==> src/rtl/issue_ctrl_pkg.sv <==
// ============================================================================
// Module      : issue_ctrl_pkg
// Description : Register-index types, defaults and holding-register states
//               shared by the issue controller and its scoreboard.
// Revision    : 1.0 - initial release
// ============================================================================
`default_nettype none

package issue_ctrl_pkg;

    localparam int NUM_REGS_DEF = 32;
    localparam int REG_W        = $clog2(NUM_REGS_DEF);

    typedef logic [REG_W-1:0] rs1_t;
    typedef logic [REG_W-1:0] rs2_t;
    typedef logic [REG_W-1:0] rd_t;

    typedef enum logic [0:0] {
        EMPTY = 1'b0,
        FULL  = 1'b1
    } iss_state_t;

    // x0 is hardwired zero and never tracked
    function automatic logic is_tracked(input rd_t r);
        return (r != '0);
    endfunction

endpackage

`default_nettype wire

==> src/rtl/issue_scoreboard.sv <==
// ============================================================================
// Module      : issue_scoreboard
// Description : Busy-register scoreboard with outstanding-write counter and
//               RAW/WAW/capacity hazard detection. Optional macro
//               WB_BYPASS_EN applies the same-cycle writeback to the check.
// Revision    : 1.0 - initial release
// ============================================================================
`default_nettype none

module issue_scoreboard
    import issue_ctrl_pkg::*;
#(
    parameter int NUM_REGS        = NUM_REGS_DEF,
    parameter int MAX_OUTSTANDING = 4
) (
    input  logic clk,
    input  logic rst,
    input  logic i_set,
    input  rd_t  i_set_rd,
    input  logic i_clr,
    input  rd_t  i_clr_rd,
    input  rs1_t i_rs1,
    input  logic i_rd1,
    input  rs2_t i_rs2,
    input  logic i_rd2,
    input  rd_t  i_rd,
    input  logic i_wr,
    output logic o_hazard,
    output logic o_busy_any
);

    localparam int CNT_W = $clog2(MAX_OUTSTANDING + 1);

    logic [NUM_REGS-1:0] r_busy;
    logic [CNT_W-1:0]    r_count;
    logic [NUM_REGS-1:0] w_busy_eff;
    logic [CNT_W-1:0]    w_count_eff;
    logic [NUM_REGS-1:0] w_busy_next;
    logic                w_set_en;
    logic                w_clr_hit;
    logic                w_raw;
    logic                w_waw;
    logic                w_cap;

    assign w_set_en  = i_set & is_tracked(i_set_rd);
    assign w_clr_hit = i_clr & r_busy[i_clr_rd];

    always_comb begin
        w_busy_eff  = r_busy;
        w_count_eff = r_count;
`ifdef WB_BYPASS_EN
        if (w_clr_hit) begin
            w_busy_eff[i_clr_rd] = 1'b0;
            w_count_eff          = r_count - CNT_W'(1);
        end
`endif
    end

    assign w_raw    = (i_rd1 & w_busy_eff[i_rs1]) | (i_rd2 & w_busy_eff[i_rs2]);
    assign w_waw    = i_wr & w_busy_eff[i_rd];
    assign w_cap    = i_wr & is_tracked(i_rd) & (w_count_eff == CNT_W'(MAX_OUTSTANDING));
    assign o_hazard = w_raw | w_waw | w_cap;

    // Clear first, then set, so a same-register set survives
    always_comb begin
        w_busy_next = r_busy;
        if (w_clr_hit) begin
            w_busy_next[i_clr_rd] = 1'b0;
        end
        if (w_set_en) begin
            w_busy_next[i_set_rd] = 1'b1;
        end
    end

    always_ff @(posedge clk) begin
        if (rst) begin
            r_busy  <= '0;
            r_count <= '0;
        end else begin
            r_busy <= w_busy_next;
            case ({w_set_en, w_clr_hit})
                2'b10:   r_count <= r_count + CNT_W'(1);
                2'b01:   r_count <= r_count - CNT_W'(1);
                default: r_count <= r_count;
            endcase
        end
    end

    assign o_busy_any = |r_busy;

endmodule

`default_nettype wire

==> src/rtl/issue_ctrl.sv <==
// ============================================================================
// Module      : issue_ctrl
// Description : In-order issue controller: one-entry holding register with
//               valid/ready handshakes, stalled by the scoreboard hazards.
//               Optional macro WB_BYPASS_EN (inside issue_scoreboard).
// Revision    : 1.0 - initial release
// ============================================================================
`default_nettype none

module issue_ctrl
    import issue_ctrl_pkg::*;
#(
    parameter int NUM_REGS        = NUM_REGS_DEF,
    parameter int MAX_OUTSTANDING = 4,
    parameter int PAYLOAD_W       = 64
) (
    input  logic                 clk_i,
    input  logic                 rst_i,
    input  logic                 dec_valid_i,
    output logic                 dec_ready_o,
    input  rs1_t                 dec_rs1_i,
    input  logic                 dec_rd1_i,
    input  rs2_t                 dec_rs2_i,
    input  logic                 dec_rd2_i,
    input  rd_t                  dec_rd_i,
    input  logic                 dec_wr_i,
    input  logic [PAYLOAD_W-1:0] dec_payload_i,
    output logic                 iss_valid_o,
    input  logic                 iss_ready_i,
    output rs1_t                 iss_rs1_o,
    output logic                 iss_rd1_o,
    output rs2_t                 iss_rs2_o,
    output logic                 iss_rd2_o,
    output rd_t                  iss_rd_o,
    output logic                 iss_wr_o,
    output logic [PAYLOAD_W-1:0] iss_payload_o,
    input  logic                 wb_valid_i,
    input  rd_t                  wb_rd_i,
    input  logic                 flush_i,
    output logic                 stall_o,
    output logic                 sb_busy_o
);

    iss_state_t           r_state;
    rs1_t                 r_rs1;
    logic                 r_rd1;
    rs2_t                 r_rs2;
    logic                 r_rd2;
    rd_t                  r_rd;
    logic                 r_wr;
    logic [PAYLOAD_W-1:0] r_payload;

    logic w_full;
    logic w_hazard;
    logic w_issue;
    logic w_accept;

    issue_scoreboard #(
        .NUM_REGS        (NUM_REGS),
        .MAX_OUTSTANDING (MAX_OUTSTANDING)
    ) u_sb (
        .clk        (clk_i),
        .rst        (rst_i),
        .i_set      (w_issue & r_wr),
        .i_set_rd   (r_rd),
        .i_clr      (wb_valid_i),
        .i_clr_rd   (wb_rd_i),
        .i_rs1      (r_rs1),
        .i_rd1      (r_rd1),
        .i_rs2      (r_rs2),
        .i_rd2      (r_rd2),
        .i_rd       (r_rd),
        .i_wr       (r_wr),
        .o_hazard   (w_hazard),
        .o_busy_any (sb_busy_o)
    );

    assign w_full      = (r_state == FULL);
    assign iss_valid_o = ~rst_i & w_full & ~w_hazard & ~flush_i;
    assign w_issue     = iss_valid_o & iss_ready_i;
    assign dec_ready_o = ~rst_i & (~w_full | w_issue);
    // Flush discards both the held entry and any same-cycle accept
    assign w_accept    = dec_valid_i & dec_ready_o & ~flush_i;
    assign stall_o     = ~rst_i & w_full & ~iss_valid_o & ~flush_i;

    always_ff @(posedge clk_i) begin
        if (rst_i) begin
            r_state   <= EMPTY;
            r_rs1     <= '0;
            r_rd1     <= 1'b0;
            r_rs2     <= '0;
            r_rd2     <= 1'b0;
            r_rd      <= '0;
            r_wr      <= 1'b0;
            r_payload <= '0;
        end else if (flush_i) begin
            r_state <= EMPTY;
        end else if (w_accept) begin
            r_state   <= FULL;
            r_rs1     <= dec_rs1_i;
            r_rd1     <= dec_rd1_i;
            r_rs2     <= dec_rs2_i;
            r_rd2     <= dec_rd2_i;
            r_rd      <= dec_rd_i;
            r_wr      <= dec_wr_i;
            r_payload <= dec_payload_i;
        end else if (w_issue) begin
            r_state <= EMPTY;
        end
    end

    assign iss_rs1_o     = r_rs1;
    assign iss_rd1_o     = r_rd1;
    assign iss_rs2_o     = r_rs2;
    assign iss_rd2_o     = r_rd2;
    assign iss_rd_o      = r_rd;
    assign iss_wr_o      = r_wr;
    assign iss_payload_o = r_payload;

endmodule

`default_nettype wire

==> config.mk <==
export PLATFORM = sky130hd
export DESIGN_NAME = issue_ctrl
export DESIGN_NICKNAME = d
export VERILOG_FILES = /design/src/rtl/issue_ctrl_pkg.sv /design/src/rtl/issue_scoreboard.sv /design/src/rtl/issue_ctrl.sv
export SDC_FILE = /design/constraint.sdc
export NUM_CORES = 1
export LEC_CHECK = 0
export BUFFER_PORTS_ARGS = -buffer_cell sky130_fd_sc_hd__buf_2
export CORE_ASPECT_RATIO = 0.75
export CORE_MARGIN = 2
export CORE_UTILIZATION = 35
export DETAILED_ROUTE_END_ITERATION = 12
export GPL_ROUTABILITY_DRIVEN = 1
export PLACE_DENSITY = 0.57
export SLEW_MARGIN = 5
export SYNTH_ARGS = -nofsm -noshare
export SYNTH_HDL_FRONTEND = slang
export SYNTH_SLANG_ARGS = --single-unit
export TNS_END_PERCENT = 5
==> constraint.sdc <==
create_clock -name clk_i -period 4.4 [get_ports clk_i]
set_clock_uncertainty 0.1 [all_clocks]
set_input_delay 0 -clock clk_i [delete_from_list [all_inputs] [get_ports clk_i]]
set_output_delay 0 -clock clk_i [all_outputs]
set_load 0.005 [all_outputs]
---- Word-level counts from Yosys, hierarchy flattened ----
Index checks and enable logic that the tools add are counted.
word-level totals
  register bits ........................... 118
operators by class
  add/subtract/negate cells ............... 2
  $lt $le $gt $ge ......................... 6
  eq/ne operators ......................... 3
  multiplexer cells ....................... 17
  bitwise gates (word level) .............. 29
  reduce and logical (&&, ||, !) cells .... 8
operators by type and width
  operator                                                    number
  2-to-1 mux 32 bit                                           2
  bitwise AND 32 bit                                          1
  inverter 32 bit                                             1
  bitwise OR 32 bit                                           1
  OR reduction 32 bit                                         1
  less-than comparator 5 x 6 -> 1 bit, second input constant  4
  binary-select mux 1 bit (select 5 bit)                      4
  bitwise AND 1 bit                                           17
  demux 1 bit (select 5 bit)                                  2
  >= comparator 5 x 1 -> 1 bit, second input constant         2
  2-to-1 mux 1 bit                                            8
  case mux 3 bit (2 select lines)                             1
  inverter 1 bit                                              5
  nonzero test 5 bit                                          1
  bitwise OR 1 bit                                            4
  nonzero test 2 bit                                          2
  adder 3 x 1 -> 3 bit, second input constant                 1
  equality test 3 bit, second input constant                  1
  subtractor 3 x 1 -> 3 bit, second input constant            1
  equality test 2 x 1 -> 1 bit, second input constant         1
  equality test 2 bit, second input constant                  1
  logical AND 1 bit                                           2
  AND reduction 2 bit                                         1
  OR reduction 2 bit                                          1

---- Longest topological paths before layout ----
Gate-level depths: netlist (run 1).
  depth after elaboration ................. 15
  mapped depth ............................ 13
  mapped depth without buffers ............ 12

---- Cells and area by module ----
From an unflattened synthesis (run 1), not the netlist that was laid out.
second synthesis, totals
  cell total of the unflattened synthesis .. 585
  area total of the unflattened synthesis .. 6,496.2 um2
by module, submodules not included
  module            instances  cells each  area an instance (um2)
  issue_ctrl        1          276         3,622.2
  issue_scoreboard  1          309         2,874.0

---- Least setup slack after synthesis (run 1) ----
OpenSTA, ideal clock, no wires.
  path kind ............................... flip-flop to flip-flop
  start ................................... register r_rs1[1] (netlist: iss_rs1_o[1])
  end ..................................... register u_sb.r_count[2]
  data arrival time ....................... 3.260 ns
  setup slack ............................. 0.969 ns
  cell stages (with the launch flop) ...... 14
  period minus slack after synthesis ...... 3.431 ns
  cell sequence ........................... dfxtp_1 -> buf_2 -> mux4_2 -> o22ai_1 -> o221ai_1 -> a2111oi_2 -> nor4b_4 -> nand4_1 -> ha_1 -> inv_1 -> fa_1 -> xor2_1 -> or3_1 -> a21oi_1
between the ends
  word-level cells in the longest chain between the ends .. 14
  elaborated cells between the ends (all ways) .. 16
RTL lines
  item                                                                   RTL line                text
  start: declaration                                                     issue_ctrl.sv:45        rs1_t r_rs1;
  start signal: assignment                                               issue_ctrl.sv:100       r_rs1 <= dec_rs1_i;
  binary-select mux 1 bit (select 5 bit) *                               issue_scoreboard.sv:59  assign w_raw = (i_rd1 & w_busy_eff[i_rs1]) | (i_rd2 & w_busy_eff[i_rs2]);
  2-to-1 mux 1 bit (not written as such) *                               issue_scoreboard.sv:59
  bitwise AND 1 bit *                                                    issue_scoreboard.sv:59
  bitwise OR 1 bit *                                                     issue_scoreboard.sv:59
  bitwise OR 1 bit * (2 in a row)                                        issue_scoreboard.sv:62  assign o_hazard = w_raw | w_waw | w_cap;
  inverter 1 bit *                                                       issue_ctrl.sv:79        assign iss_valid_o = ~rst_i & w_full & ~w_hazard & ~flush_i;
  bitwise AND 1 bit * (2 in a row)                                       issue_ctrl.sv:79
  net iss_valid_o                                                        issue_ctrl.sv:28        output logic iss_valid_o,
  bitwise AND 1 bit *                                                    issue_ctrl.sv:80        assign w_issue = iss_valid_o & iss_ready_i;
  bitwise AND 1 bit *                                                    issue_ctrl.sv:64        .i_set (w_issue & r_wr),
  bitwise AND 1 bit *                                                    issue_scoreboard.sv:45  assign w_set_en = i_set & is_tracked(i_set_rd);
  equality test 2 x 1 -> 1 bit or equality test 2 bit (tied branches)    issue_scoreboard.sv:81  case ({w_set_en, w_clr_hit})
  case mux 3 bit (2 select lines) or nonzero test 2 bit (tied branches)  --
  end signal: assignment                                                 issue_scoreboard.sv:82  2'b10: r_count <= r_count + CNT_W'(1);
  end signal: assignment                                                 issue_scoreboard.sv:83  2'b01: r_count <= r_count - CNT_W'(1);
  end signal: assignment                                                 issue_scoreboard.sv:84  default: r_count <= r_count;
  end: declaration                                                       issue_scoreboard.sv:35  logic [CNT_W-1:0] r_count;
The timed path passes the listed nets; every way through them passes the cells marked *. The select of a mux whose other input is x is not followed.
A chain may end at the register's enable or synchronous reset.

---- Worst setup path after layout (run 1) ----
  start ................................... register r_rs1[1] (netlist: iss_rs1_o[1])
  end ..................................... register u_sb.r_count[2]
between the ends
  word-level cells in the longest chain between the ends .. 14
  elaborated cells between the ends (all ways) .. 16
RTL lines
  item                                                                   RTL line
  binary-select mux 1 bit (select 5 bit) *                               issue_scoreboard.sv:59
  2-to-1 mux 1 bit (not written as such) *                               issue_scoreboard.sv:59
  bitwise AND 1 bit *                                                    issue_scoreboard.sv:59
  bitwise OR 1 bit *                                                     issue_scoreboard.sv:59
  bitwise OR 1 bit * (2 in a row)                                        issue_scoreboard.sv:62
  inverter 1 bit *                                                       issue_ctrl.sv:79
  bitwise AND 1 bit * (2 in a row)                                       issue_ctrl.sv:79
  bitwise AND 1 bit *                                                    issue_ctrl.sv:80
  bitwise AND 1 bit *                                                    issue_ctrl.sv:64
  bitwise AND 1 bit *                                                    issue_scoreboard.sv:45
  equality test 2 x 1 -> 1 bit or equality test 2 bit (tied branches)    issue_scoreboard.sv:81
  case mux 3 bit (2 select lines) or nonzero test 2 bit (tied branches)  --
Every way passes the cells marked *; elsewhere a longest branch is shown, timed or not. The select of a mux whose other input is x is not followed.

==> results of run 1 <==
cell families after synthesis:
family          Yosys count
simple gates            176
mux                     128
compound gates           94
flops                   118
fa+ha+maj                 2
buf+inv                  48
xor+xnor                  2
synthesized netlist by cell type (6+ instances only):
cell	instances	area share
nand2_1	20	0.013
nor2b_1	84	0.088
nand3_1	7	0.0059
nor2_1	19	0.012
o21ai_0	31	0.026
mux2i_1	15	0.025
mux2_1	15	0.028
mux4_2	20	0.076
mux2_2	78	0.15
nor4_1	11	0.012
o311ai_0	7	0.010
inv_1	10	0.0063
o22ai_1	6	0.0063
nand2b_1	6	0.0063
clkbuf_1	21	0.013
dfxtp_1	118	0.40
buf_2	14	0.012
o211ai_1	23	0.029
through the flow:
stage | cell area [um2] | util | hold slack, ns
3_3_place_gp | 7080 | 0.423 | 0.104
4_1_cts | 8510 | 0.509 | 0.00531
2_1_floorplan | 5940 | - | 0.0241
3_5_place_dp | 7080 | 0.423 | 0.111
5_1_grt | 8510 | 0.509 | 0.0610
6_report | 8510 | 0.509 | 0.0310
cell type report:
type                            count  area (um2)  area share
Timing Repair Buffer              275        1850       0.218
Clock inverter                     14         165      0.0194
Multi-Input combinational cell    402        3390       0.398
Inverter                           11        41.3     0.00485
Sequential cell                   118        2360       0.278
Clock buffer                       17         425      0.0500
Tap cell                          215         269      0.0316
state kept, by name, summed over array words and instances (netlist names):
register and count:
iss_rd_o 5, iss_rd1_o 1, iss_rd2_o 1, iss_rs2_o 5, u_sb.r_count 3, u_sb.r_busy 32
r_state 1, iss_payload_o 64, iss_wr_o 1, iss_rs1_o 5
routing by layer:
metal  GRT usage  up-vias  part of all wire
li1            -     2617                 -
met2       0.335      345              0.44
met5           0        -                 0
met1       0.271     2599              0.41
met4      0.0747        0             0.027
met3      0.0843       50              0.12
worst max-delay path by stage:
stage,start,slack (ns),end
global placement,iss_rs1_o[1],0.56,u_sb.r_count[2]
floorplan,iss_rs1_o[1],0.97,u_sb.r_count[2]
CTS,iss_rs1_o[1],0.40,u_sb.r_count[2]
detailed placement,iss_rs1_o[1],0.41,u_sb.r_count[2]
finish,iss_rs1_o[1],0.38,u_sb.r_count[2]
global route,iss_rs1_o[1],0.04,u_sb.r_count[2]
worst reg2reg max path, cell delays in order (launching register included):
cell and delay, ns:
dfxtp_1 0.63, mux4_2 0.57, mux2i_1 0.16, a221oi_1 0.11, a2111oi_2 0.64, nor4b_4 0.55, nand4_1 0.16, ha_1 0.22
inv_1 0.07, fa_1 0.17, xor2_1 0.08, or3_1 0.32, a21oi_1 0.14
power by group through the flow:
stage	sequential [mW]	clock (mW)	combinational, mW
2_1_floorplan	1.16	0	0.141
6_report	1.15	1.40	0.302
5_1_grt	1.16	1.48	0.329
4_1_cts	1.15	1.43	0.303
3_5_place_dp	1.17	0	0.245
3_3_place_gp	1.17	0	0.239
what timing repair did:
item                      4_1_cts  5_1_grt
resized for setup               0        0
hold buffers                   84        0
hold endpoints to repair       83        0
==> impl_metrics.json, run 1 <==
{
  "outcome": "finished clean",
  "cts_made_buffers": 17,
  "hold-path-endpoint": "u_sb.r_busy[21]",
  "critPathLaunchType": "flop",
  "cp_cell_sequence": "mux4_2 -> mux2i_1 -> a221oi_1 -> a2111oi_2 -> nor4b_4 -> nand4_1 -> ha_1 -> inv_1 -> fa_1 -> xor2_1 -> or3_1 -> a21oi_1",
  "cp.arrival_ns": 4.25,
  "seqPwrFrac": 0.404,
  "ys_ff_latch": 118,
  "grt_pass1_vias": 5613,
  "clk_pin_slew_ns": 0.06,
  "setup_violations": 0,
  "yosys.area_share.simple": 0.174,
  "area_growth_syn_to_layout_pct": 43.2,
  "ys_seq_area_frac": 0.398,
  "num_antenna_cells": 0,
  "clock_latency_ns": 0.41,
  "holdCritPathClass": "in2reg",
  "crit_cells": 12,
  "dpl.hpwl_um": 13400,
  "hold_violations": 0,
  "dieArea_um2": 18000,
  "vias_per_cell": 5.33,
  "final_nets": 920,
  "synth_xor_area_frac": 0.00295,
  "timing.slew.headroom": 0.377,
  "tightest_slew_ns": 0.935,
  "drv_slew": 0,
  "power.combinational.fraction": 0.106,
  "synth_nets": 663,
  "critPathSlowestCell": "a2111oi_2",
  "synth_fa_ha_area_frac": 0.00547,
  "r2r-end": "u_sb.r_count[2]",
  "final_cell_mix": "178 x buf_2, 118 x dfxtp_1, 84 x nor2b_1, 84 x dlygate4sd3_1, 78 x mux2_2",
  "synthMuxAreaShare": 0.277,
  "grt_max_degree": 88,
  "p_per_area_nw_per_um2": 335,
  "endpoint_kind": "flop",
  "rrSetupSlack_ns": 0.38,
  "max_clock_freq_ghz": 0.249,
  "synth_edf_count": 0,
  "wl_per_cell_um": 18.6,
  "dp_cells": 937,
  "io_pins": 179,
  "worst_r2r_startpoint": "iss_rs1_o[1]",
  "root_buffer": "clkbuf_16",
  "port-buffer-count": 178,
  "synth_async_sr_flop_share": 0,
  "synth_cell_types": 53,
  "drt_first_pass_iters": 5,
  "power_frac_clock": 0.490,
  "cts_tree": "done",
  "grt.overflow.total": 0,
  "crit_required_ns": 4.63,
  "initial_core_util": 0.355,
  "period_share": 0.914,
  "cts_buffer_depth": 2,
  "p_int_mw": 2.14,
  "r2r_cells": 12,
  "totalPowerFinal_mw": 2.85,
  "ant_nets": 0,
  "rsz0062_at_grt": "false",
  "synth_warnings": 0,
  "rows": 41,
  "die_w_um": 154,
  "tns_ns": 0,
  "fillCellCount": 1499,
  "cpPeakStageDelay_ns": 0.64,
  "routabilityCongestion": 0.945,
  "grt_use_total": 0.214,
  "p_sw_frac": 0.249,
  "grt_pass1_wl_um": 29800,
  "htreeDepth": 4,
  "clock_sinks": 118,
  "fp.coreArea_um2": 16700,
  "final_cell_count_no_fill": 1052,
  "crit_fanout": 11,
  "avgSynthCellArea_um2": 10.5,
  "syn_area_um2": 5940,
  "timing.max_cap.violations": 0,
  "layout_min_cycle_time_ns": 4.02,
  "path_class": "reg2reg",
  "final_common_cell": "buf_2",
  "wirelength_um": 19500,
  "drc": 0,
  "drtIter0Drc": 441,
  "leakagePower_nw": 3.66,
  "grt_antenna_before_repair": 0,
  "post-place-ws_ns": 0.413,
  "hold_depth": 4,
  "synth_ff_type": "dfxtp_1",
  "die_h_um": 117,
  "synth-compound-area-share": 0.109,
  "vias": 5611,
  "ir_worst_vdd_v": 0.000212,
  "fin_ws_ns": 0.380,
  "hp-start": "wb_rd_i[2]",
  "synthCells": 568,
  "crit_buf_inv": 1,
  "post_cts_buffers": 0,
  "power.switching_mw": 0.711,
  "crit_family": "simple AND/OR/NAND/NOR gates",
  "synth_top_family_by_area": "multiplexers",
  "drive_above_1_share": 0.391
}
Power figures use the tool's default switching activity.
==> run 2, diff against run 1 <==
BUFFER_PORTS_ARGS = unset   (was -buffer_cell sky130_fd_sc_hd__buf_2)
DONT_BUFFER_PORTS = 1   (was unset)
PLACE_DENSITY = 0.48   (was 0.57)
SLEW_MARGIN = 40   (was 5)
==> run 2 against run 1 <==
Compared with the run above:
- register-to-register slack got worse by 0.096 ns
- critical path type unchanged
- critical path depth fell by 2
- design area is 9.5% lower
- combinational power fell by 29%
- power down 1.9%
- worst hold slack gained 0.0040 ns
- via count fell by 11%
- critical endpoint is now u_sb.r_count[0]
- largest power group unchanged
==> impl_metrics.json, run 2 (synthesis results as in run 1) <==
{
  "cts_made_buffers": 17,
  "setup_violations": 0,
  "rrSetupSlack_ns": 0.28,
  "io_pins": 179,
  "cpPeakStageDelay_ns": 0.73,
  "fp.coreArea_um2": 16700,
  "critPathCapture": "u_sb.r_count[0]",
  "drive_above_1_share": 0.213,
  "drtIter0Drc": 375,
  "cts_tree": "done",
  "final_nets": 749,
  "tightest_slew_ns": 0.815,
  "final_util": 0.461,
  "critPathLaunchType": "flop",
  "dieArea_um2": 18000,
  "clock_latency_ns": 0.41,
  "cp.arrival_ns": 4.32,
  "tns_ns": 0,
  "htreeDepth": 4,
  "r2r_cells": 10,
  "root_buffer": "clkbuf_16",
  "hold_slack_ns": 0.0350,
  "rsz0062_at_grt": "false",
  "timing.max_cap.violations": 0,
  "initial_core_util": 0.355,
  "dpl.hpwl_um": 11900,
  "die_w_um": 154,
  "final_cell_mix": "118 x dfxtp_1, 96 x dlygate4sd3_1, 84 x nor2b_1",
  "drc": 0,
  "routabilityCongestion": 0.877,
  "vias_per_cell": 5.64,
  "ant_nets": 0,
  "drt_first_pass_iters": 5,
  "vias": 4973,
  "post_cts_buffers": 0,
  "drv_slew": 0,
  "endpoint_kind": "flop",
  "path_class": "reg2reg",
  "crit_required_ns": 4.60,
  "clk_pin_slew_ns": 0.06,
  "register_area_um2": 2360,
  "port-buffer-count": 0,
  "rows": 41,
  "period_share": 0.936,
  "critPathSlowestCell": "dfxtp_1",
  "die_h_um": 117,
  "grt.overflow.total": 0,
  "grt_pass1_wl_um": 28100,
  "num_antenna_cells": 0,
  "fillCellCount": 1527,
  "crit_fanout": 13,
  "hold_violations": 0,
  "ir_worst_vdd_v": 0.000254,
  "final_common_cell": "dfxtp_1",
  "cts_buffer_depth": 2,
  "leakagePower_nw": 2.87,
  "grt_antenna_before_repair": 0,
  "cp_cell_sequence": "mux4_2 -> o22ai_1 -> nor4_1 -> a2111oi_2 -> nor4b_4 -> nand4_1 -> ha_1 -> xor2_1 -> nor2_1 -> dlygate4sd3_1",
  "wl_per_cell_um": 20.3,
  "grt_pass1_vias": 4920,
  "holdCritPathClass": "in2reg",
  "critPathLaunch": "iss_rs2_o[1]",
  "layout_min_cycle_time_ns": 4.12,
  "clock_sinks": 118,
  "wirelength_um": 17800,
  "worst_r2r_startpoint": "iss_rs2_o[1]",
  "multi_input_area_um2": 3390,
  "area_growth_syn_to_layout_pct": 29.6,
  "outcome": "finished clean",
  "timing.slew.headroom": 0.456,
  "p_per_area_nw_per_um2": 363,
  "largest_reg_flops": 64,
  "grt_max_degree": 89,
  "r2r-end": "u_sb.r_count[0]",
  "max_clock_freq_ghz": 0.243,
  "grt_use_total": 0.204
}
run 2: cell count changes in the layout (fill, tap and decap cells not counted), sizes merged:
cell	before	now
buf	191	8
clkinv	6	4
bufinv	2	3
inv	17	11
clkinvlp	0	1
clkbuf	17	23
dlygate4sd3	84	96
run 2: layout make-up:
class                      instances  share of cell area
timing repair buffer             104               0.135
clock inverter                     8              0.0158
inverter                          11             0.00536
clock buffer                      23              0.0621
sequential                       118               0.307
multi-input combinational        402               0.440
tap                              215              0.0349
run 2: what timing repair did:
| action | CTS | global route |
|---|---|---|
| endpoints found under the setup margin | 0 | 0 |
| gates resized for setup | 0 | 0 |
| hold buffers | 96 | 1 |
| endpoints found under the hold margin | 119 | 3 |
run 2: worst max-delay path: cells and delay by family, from the launching register on:
family,cells,cell delay [ns]
compound gates,2,0.83
xor+xnor,1,0.18
fa+ha+maj,1,0.39
buf+inv,1,0.55
flops,1,0.73
mux,1,0.60
simple gates,4,0.61
run 2: worst min path at each step:
stage	start	endpoint	slack, ns	cells past startpoint
detailed placement	rst_i	dec_ready_o	-0.03	1
global placement	rst_i	dec_ready_o	-0.04	1
CTS	iss_ready_i	u_sb.r_busy[4]	0.01	3
finish	iss_ready_i	u_sb.r_busy[12]	0.03	3
floorplan	dec_valid_i	r_state	0.02	1
global route	iss_ready_i	u_sb.r_busy[7]	0.06	3
run 2: through the flow:
| step | cell area [um2] | instances | power [mW] | setup slack (ns) |
|---|---|---|---|---|
| final | 7700 | 881 | 2.80 | 0.284 |
| after global routing | 7700 | 881 | 2.90 | 0.0142 |
| after CTS | 7690 | 880 | 2.84 | 0.275 |
| after detailed placement | 6110 | 753 | 1.32 | 0.474 |
| after global placement | 6110 | 753 | 1.32 | 0.767 |
| after floorplan | 5940 | 568 | 1.30 | 0.969 |
run 2: routing by layer:
metal | vias to the layer above | track usage | routed length (um)
li1 | 2270 | - | -
met5 | - | 0 | 0
met2 | 260 | 0.309 | 7790
met4 | 0 | 0.0654 | 231
met3 | 22 | 0.0722 | 1880
met1 | 2421 | 0.275 | 7940
run 2: report_power, final:
| part | switching (mW) | total (mW) | internal [mW] | leakage [nW] |
|---|---|---|---|---|
| combinational | 0.0789 | 0.214 | 0.135 | 1.61 |
| clock | 0.485 | 1.42 | 0.931 | 0.293 |
| sequential | 0.0555 | 1.17 | 1.11 | 0.961 |
